File: src/rtl/counter_job_scheduler_if.sv
// Requester, result and counter-pin signals of counter_job_scheduler.
// The slave side is the scheduler; the master side is the requester logic
// together with the shared counter it steers.
interface counter_job_scheduler_if #(
  parameter int unsigned NREQ = 2,
  parameter int unsigned CW   = 4,
  parameter int unsigned LW   = 4
);
  logic [NREQ-1:0]    req;
  logic [2*NREQ-1:0]  req_mode;
  logic [CW*NREQ-1:0] req_d;
  logic [LW*NREQ-1:0] req_len;
  logic [NREQ-1:0]    gnt;
  logic [NREQ-1:0]    done;
  logic [CW-1:0]      result;
  logic               result_rco;
  logic               busy;
  logic               cnt_enable;
  logic [1:0]         cnt_mode;
  logic [CW-1:0]      cnt_d;
  logic [CW-1:0]      cnt_q;
  logic               cnt_rco;

  modport master (
    output req, req_mode, req_d, req_len, cnt_q, cnt_rco,
    input  gnt, done, result, result_rco, busy, cnt_enable, cnt_mode, cnt_d
  );

  modport slave (
    input  req, req_mode, req_d, req_len, cnt_q, cnt_rco,
    output gnt, done, result, result_rco, busy, cnt_enable, cnt_mode, cnt_d
  );
endinterface

File: src/rtl/counter_job_scheduler.sv
// Round-robin job scheduler for one shared multi-mode counter.
// Each granted job loads its seed, runs its mode for len cycles, then the
// final counter value and sticky ripple-carry are returned to the owner.
module counter_job_scheduler #(
  parameter int unsigned NREQ = 2,
  parameter int unsigned CW   = 4,
  parameter int unsigned LW   = 4
) (
  input logic                    clk,
  input logic                    reset,
  counter_job_scheduler_if.slave bus
);
  localparam int unsigned IW = (NREQ > 1) ? $clog2(NREQ) : 1;

  typedef enum logic [2:0] {S_IDLE, S_LOAD, S_RUN, S_CAPT, S_RESP} state_t;

  state_t          state_q, state_d;
  logic [IW-1:0]   last_q, last_d;
  logic [IW-1:0]   owner_q, owner_d;
  logic [1:0]      mode_q, mode_d;
  logic [CW-1:0]   seed_q, seed_d;
  logic [LW-1:0]   len_q, len_d;
  logic            acc_q, acc_d;
  logic [NREQ-1:0] gnt_q, gnt_d;
  logic [NREQ-1:0] done_q, done_d;
  logic [CW-1:0]   result_q, result_d;
  logic            result_rco_q, result_rco_d;
  logic            cnt_enable_q, cnt_enable_d;
  logic [1:0]      cnt_mode_q, cnt_mode_d;
  logic [CW-1:0]   cnt_d_q, cnt_d_d;

  logic [IW-1:0]   win;
  logic [IW-1:0]   cand;
  logic            found;

  // Round-robin pick: first set request scanning upward from last_grant+1.
  always_comb begin
    win   = last_q;
    cand  = '0;
    found = 1'b0;
    for (int unsigned k = 1; k <= NREQ; k++) begin
      cand = IW'((32'(last_q) + k) % NREQ);
      if (!found && bus.req[cand]) begin
        found = 1'b1;
        win   = cand;
      end
    end
  end

  // Next-state and next-output logic; every output is the value for the
  // state being entered, so the registered pins line up with the state.
  always_comb begin
    state_d      = state_q;
    last_d       = last_q;
    owner_d      = owner_q;
    mode_d       = mode_q;
    seed_d       = seed_q;
    len_d        = len_q;
    acc_d        = acc_q;
    gnt_d        = '0;
    done_d       = '0;
    result_d     = result_q;
    result_rco_d = result_rco_q;
    cnt_enable_d = cnt_enable_q;
    cnt_mode_d   = cnt_mode_q;
    cnt_d_d      = cnt_d_q;
    case (state_q)
      S_IDLE: begin
        cnt_enable_d = 1'b0;
        if (|bus.req) begin
          state_d      = S_LOAD;
          last_d       = win;
          owner_d      = win;
          mode_d       = bus.req_mode[2*win +: 2];
          seed_d       = bus.req_d[CW*win +: CW];
          len_d        = bus.req_len[LW*win +: LW];
          gnt_d[win]   = 1'b1;
          cnt_enable_d = 1'b1;
          cnt_mode_d   = 2'b11;
          cnt_d_d      = bus.req_d[CW*win +: CW];
        end
      end
      S_LOAD: begin
        acc_d = 1'b0;
        if (mode_q != 2'b11 && len_q != '0) begin
          state_d      = S_RUN;
          cnt_enable_d = 1'b1;
          cnt_mode_d   = mode_q;
          cnt_d_d      = seed_q;
        end else begin
          state_d      = S_CAPT;
          cnt_enable_d = 1'b0;
        end
      end
      S_RUN: begin
        // len_q doubles as the remaining-run-cycles down-counter.
        acc_d = acc_q | bus.cnt_rco;
        len_d = len_q - LW'(1);
        if (len_q == LW'(1)) begin
          state_d      = S_CAPT;
          cnt_enable_d = 1'b0;
        end
      end
      S_CAPT: begin
        acc_d           = acc_q | bus.cnt_rco;
        result_d        = bus.cnt_q;
        result_rco_d    = acc_q | bus.cnt_rco;
        done_d[owner_q] = 1'b1;
        state_d         = S_RESP;
      end
      S_RESP: begin
        state_d = S_IDLE;
      end
      default: begin
        state_d      = S_IDLE;
        cnt_enable_d = 1'b0;
      end
    endcase
  end

  // State and output registers with synchronous reset.
  always_ff @(posedge clk) begin
    if (reset) begin
      state_q      <= S_IDLE;
      last_q       <= IW'(NREQ - 1);
      owner_q      <= '0;
      mode_q       <= '0;
      seed_q       <= '0;
      len_q        <= '0;
      acc_q        <= 1'b0;
      gnt_q        <= '0;
      done_q       <= '0;
      result_q     <= '0;
      result_rco_q <= 1'b0;
      cnt_enable_q <= 1'b0;
      cnt_mode_q   <= 2'b00;
      cnt_d_q      <= '0;
    end else begin
      state_q      <= state_d;
      last_q       <= last_d;
      owner_q      <= owner_d;
      mode_q       <= mode_d;
      seed_q       <= seed_d;
      len_q        <= len_d;
      acc_q        <= acc_d;
      gnt_q        <= gnt_d;
      done_q       <= done_d;
      result_q     <= result_d;
      result_rco_q <= result_rco_d;
      cnt_enable_q <= cnt_enable_d;
      cnt_mode_q   <= cnt_mode_d;
      cnt_d_q      <= cnt_d_d;
    end
  end

  assign bus.gnt        = gnt_q;
  assign bus.done       = done_q;
  assign bus.result     = result_q;
  assign bus.result_rco = result_rco_q;
  assign bus.busy       = (state_q != S_IDLE);
  assign bus.cnt_enable = cnt_enable_q;
  assign bus.cnt_mode   = cnt_mode_q;
  assign bus.cnt_d      = cnt_d_q;
endmodule
File: src/flat_wrapper.sv
// flat-port wrapper written by rule: the top's interface ports become plain ports
module counter_job_scheduler_flat 
#(
  parameter int unsigned NREQ = 2,
  parameter int unsigned CW   = 4,
  parameter int unsigned LW   = 4
)
  (clk, reset, bus_req, bus_req_mode, bus_req_d, bus_req_len, bus_cnt_q, bus_cnt_rco, bus_gnt, bus_done, bus_result, bus_result_rco, bus_busy, bus_cnt_enable, bus_cnt_mode, bus_cnt_d);
  counter_job_scheduler_if #(.NREQ(NREQ), .CW(CW), .LW(LW)) bus_i ();
  input logic clk;
  input logic reset;
  input wire logic [$bits(bus_i.req)-1:0] bus_req;
  input wire logic [$bits(bus_i.req_mode)-1:0] bus_req_mode;
  input wire logic [$bits(bus_i.req_d)-1:0] bus_req_d;
  input wire logic [$bits(bus_i.req_len)-1:0] bus_req_len;
  input wire logic [$bits(bus_i.cnt_q)-1:0] bus_cnt_q;
  input wire logic [$bits(bus_i.cnt_rco)-1:0] bus_cnt_rco;
  output wire logic [$bits(bus_i.gnt)-1:0] bus_gnt;
  output wire logic [$bits(bus_i.done)-1:0] bus_done;
  output wire logic [$bits(bus_i.result)-1:0] bus_result;
  output wire logic [$bits(bus_i.result_rco)-1:0] bus_result_rco;
  output wire logic [$bits(bus_i.busy)-1:0] bus_busy;
  output wire logic [$bits(bus_i.cnt_enable)-1:0] bus_cnt_enable;
  output wire logic [$bits(bus_i.cnt_mode)-1:0] bus_cnt_mode;
  output wire logic [$bits(bus_i.cnt_d)-1:0] bus_cnt_d;
  assign bus_i.req = bus_req;
  assign bus_i.req_mode = bus_req_mode;
  assign bus_i.req_d = bus_req_d;
  assign bus_i.req_len = bus_req_len;
  assign bus_i.cnt_q = bus_cnt_q;
  assign bus_i.cnt_rco = bus_cnt_rco;
  assign bus_gnt = bus_i.gnt;
  assign bus_done = bus_i.done;
  assign bus_result = bus_i.result;
  assign bus_result_rco = bus_i.result_rco;
  assign bus_busy = bus_i.busy;
  assign bus_cnt_enable = bus_i.cnt_enable;
  assign bus_cnt_mode = bus_i.cnt_mode;
  assign bus_cnt_d = bus_i.cnt_d;
  counter_job_scheduler #(.NREQ(NREQ), .CW(CW), .LW(LW)) u_core (.clk(clk), .reset(reset), .bus(bus_i));
endmodule
File: config.mk
export PLATFORM = sky130hd
export DESIGN_NAME = counter_job_scheduler_flat
export DESIGN_NICKNAME = d
export VERILOG_FILES = /design/src/rtl/counter_job_scheduler_if.sv /design/src/rtl/counter_job_scheduler.sv /design/src/flat_wrapper.sv
export SDC_FILE = /design/constraint.sdc
export NUM_CORES = 1
export LEC_CHECK = 0
export CELL_PAD_IN_SITES_DETAIL_PLACEMENT = 1
export CELL_PAD_IN_SITES_GLOBAL_PLACEMENT = 1
export CORE_UTILIZATION = 33
export DETAILED_ROUTE_END_ITERATION = 8
export GPL_ROUTABILITY_DRIVEN = 0
export PLACE_DENSITY = 0.9
export SETUP_SLACK_MARGIN = 0.3
export SLEW_MARGIN = 0
export SYNTH_ARGS = -nofsm -noshare
export SYNTH_HDL_FRONTEND = slang
export SYNTH_SLANG_ARGS = --single-unit
File: constraint.sdc
create_clock -name clk -period 1.8 [get_ports clk]
set_input_delay 0.36 -clock clk [delete_from_list [all_inputs] [get_ports clk]]
set_output_delay 0.36 -clock clk [all_outputs]
set_load 0.01 [all_outputs]
==> metrics.md, run 1 <==
| Metric | Value |
|---|---|
| Seq/Total Area, Yosys | 0.436 |
| Core area | 0.00414 mm2 |
| Final HPWL DP | 3100 um |
| Post-synthesis mux area share | 0.0681 |
| Final period util | 0.957 |
| RR Startpoint | u_core.state_q[2] |
| CP max FO | 4 |
| Setup Viol. Count Final | 0 |
| Vias | 1516 |
| Adder-cell share of the synthesized area | 0.0255 |
| Skew-Pair Late Insertion Delay | 300 ps |
| CP max stage delay | 520 ps |
| Post-CTS Hold Buffers | 0 |
| Clock skew | 6.58 ps |
| Placed Cells | 263 |
| Worst EP required | 2030 ps |
| Clock buffer depth | 2 |
| Top-area cell type share of the netlist area | 0.436 |
| Largest cells by area after synthesis | dfxtp_1, mux2i_1, nor2_1, nand4b_1, a211oi_1 |
| Crit path capture | u_core.len_q[3] |
| Total grt overflow | 0 |
| Most frequent cell after synthesis | dfxtp_1 |
| Worst Path Buf+Inv | 0 |
| Port buffer count | 45 |
| Nets | 260 |
| Largest family of logic cells by synthesized area | simple AND/OR/NAND/NOR gates |
| Post-DP Area | 0.00204 mm2 |
| Yosys cell types | 36 |
| Syn Area/Cell | 8.80 um2 |
| Vias in the first global route | 1592 |
| P&R area growth vs syn | 56.4% |
| CP Capture Type | flop |
| Critical-path cell list | or4b_4 > or3_4 > or3_4 > o211ai_2 |
| Seq cells post-synth | 32 |
| Largest net degree at the start of global routing | 36 |
| WL/cell | 19.0 um |
| Crit Path Category | flop to flop |
| TritonCTS buffer count | 5 |
| Slowest-stage cell, CP | or4b_4 |
| Final Max Tran Viols | 0 |
| Antenna violations before repair | 0 |
| R2R cell count | 4 |
| ANT cells | 0 |
| Worst R2R End | u_core.len_q[3] |
| WL final | 5300 um |
| Starting Density | 0.355 |
| Num rows | 23 |
| Slew headroom | 0.725 |
| Die Footprint | 0.00473 mm2 |
| Tmin final | 1720 ps |
| Arr. time, crit path | 1950 ps |
| Yosys Warn Count | 0 |
| Area leader, netlist | dfxtp_1 |
| IO Pins | 46 |
| Prevailing post-synth register cell | dfxtp_1 |
| Total track usage | 0.242 |
| RSZ-0062 raised after global routing | yes |
| Syn nets | 199 |
| Final hold vios | 0 |
| Post-synth EDFFs | 0 |
| Max-Cap Viols | 0 |
| Root buffer cell | clkbuf_8 |
| DRT antenna net count | 0 |
| First-pass DRT Iterations | 4 |
| Cell count after synthesis | 167 |
| Leakage | 1.02 nW |
| Peak supply drop | 0.000702 V |
| Post-Synth XOR/XNOR Area | 0.00596 |
| CTS tree | yes |
| Most Frequent Cell on Critical Path | or3_4 |
| Post-DR vias/cell | 5.43 |
| Stages on worst setup path | 4 |
| First DRT Iteration DRCs | 82 |
| Clock sink total | 32 |
| Synth Area in Compound Gates | 0.166 |
| Die Ht | 68.7 um |
| Maximum clock rate | 581 MHz |
| CTS H-Tree Depth | 2 |
| Layout cells sized above 1 | 0.240 |
| Post-synthesis cell area | 0.00147 mm2 |
| Final cell area excluding filler cells | 0.00230 mm2 |
| Final std cells w/o fill | 279 |
| Asr flop ratio synth | 0 |
| Startpoint type of the worst setup path | flop |
| Status | complete, no violations |
| CP Launch Point | u_core.state_q[2] |
| First-pass GRT wire length | 7990 um |
| Slew at the pin closest to its max-slew limit | 411 ps |
| R2r setup slk | 80 ps |
| Simple-gate share of the synthesized area | 0.250 |
| Worst Hold Class | flop to flop |
| PwrDens | 1550 mW/mm2 |
| List of most frequent post-synthesis cells | dfxtp_1, nor2_1, nand2_1 |
| CTS clk-pin slew, worst paths | 60 ps |
| Die width | 68.7 um |
| Post-route DRC | 0 |
| Crit-path leading delay family | simple AND/OR/NAND/NOR gates |
==> worst min-delay path by stage <==
stage | from | to | depth (start not counted) | slack [ps]
2_1_floorplan | u_core.owner_q | u_core.bus.done[0] | 1 | 420
3_3_place_gp | u_core.owner_q | u_core.bus.done[0] | 1 | 440
3_5_place_dp | u_core.owner_q | u_core.bus.done[0] | 1 | 460
4_1_cts | u_core.owner_q | u_core.bus.done[0] | 1 | 480
5_1_grt | u_core.owner_q | u_core.bus.done[0] | 1 | 490
6_report | u_core.owner_q | u_core.bus.done[0] | 1 | 480
==> power by group <==
part / internal, mW / switching, mW / total, mW / leakage [nW]
clock: 0.311 / 0.264 / 0.575 / 0.0455
combinational: 0.853 / 0.972 / 1.83 / 0.707
sequential: 0.961 / 0.203 / 1.16 / 0.266
total: 2.13 / 1.44 / 3.56 / 1.02
==> state kept, by name (all words and copies together), names as in the netlist <==
signal / cells
u_core.bus.cnt_d: 4
u_core.bus.result: 4
u_core.len_q: 4
u_core.seed_q: 4
u_core.state_q: 3
u_core.bus.cnt_mode: 2
u_core.bus.done: 2
u_core.bus.gnt: 2
u_core.mode_q: 2
u_core.acc_q: 1
u_core.bus.cnt_enable: 1
u_core.bus.result_rco: 1
u_core.last_q: 1
u_core.owner_q: 1
==> layer usage <==
layer,wire [um],part of all wire,global-route usage
met5,0,0,0
met4,84,0.016,0.0893
met3,275,0.052,0.0641
met2,2820,0.53,0.447
met1,2110,0.40,0.261
==> kinds of logic after synthesis <==
| kind of cell | Yosys count |
|---|---|
| and+or+nand+nor | 70 |
| buffers and inverters | 16 |
| xor gates and xnor gates | 1 |
| muxes | 10 |
| adders and majority gates | 3 |
| AOI/OAI and AO/OA | 35 |
| DFF | 32 |
==> area by class of cell <==
cell class | count | area [um2]
Tap cell | 50 | 62.6
Timing Repair Buffer | 64 | 601
Clock buffer | 8 | 90.1
Multi-Input combinational cell | 120 | 875
Inverter | 5 | 18.8
Fill cell | 485 | 1840
Sequential cell | 32 | 653
==> through the flow <==
| step | TNS (ps) | worst slack, ps | utilization | hold WS (ps) | total power, mW |
|---|---|---|---|---|---|
| floorplan | 0 | 110 | - | 416 | 2.00 |
| global placement | -123 | -34.6 | 0.492 | 443 | 2.56 |
| detailed placement | -752 | -139 | 0.492 | 459 | 2.64 |
| CTS | 0 | 118 | 0.540 | 478 | 3.43 |
| global route | 0 | 69.9 | 0.555 | 486 | 3.78 |
| finish | 0 | 78.3 | 0.555 | 478 | 3.56 |
==> cell usage in the layout, fill, tap and decap left out, types with 4 or more instances in the layout <==
cell type	netlist	routed
nand2b_1	4	4
dlygate4sd2_1	0	15
dlymetal6s2s_1	0	4
clkbuf_8	0	6
clkdlybuf4s50_1	0	26
a21oi_1	6	5
nor2_1	25	24
o21ai_0	8	8
nand2_1	11	10
nand4b_1	6	6
inv_1	5	4
buf_4	0	17
mux2i_1	10	7
dfxtp_1	32	28
==> repair_timing <==
| item | in CTS | in global routing |
|---|---|---|
| cloned | 1 | 0 |
| gates resized for setup | 39 | 11 |
| setup buffers | 5 | 2 |
| hold endpoints to repair | 0 | 0 |
| setup endpoints to repair | 35 | 24 |
| pin swaps | 8 | 6 |
No activity file was read; power rests on OpenSTA's default activity.
==> run 2: changes to the inputs <==
CTS_CLUSTER_SIZE = 40   (was unset)
==> results of run 2 <==
The final DEF is identical to that of run 1; final timing and power are the same.
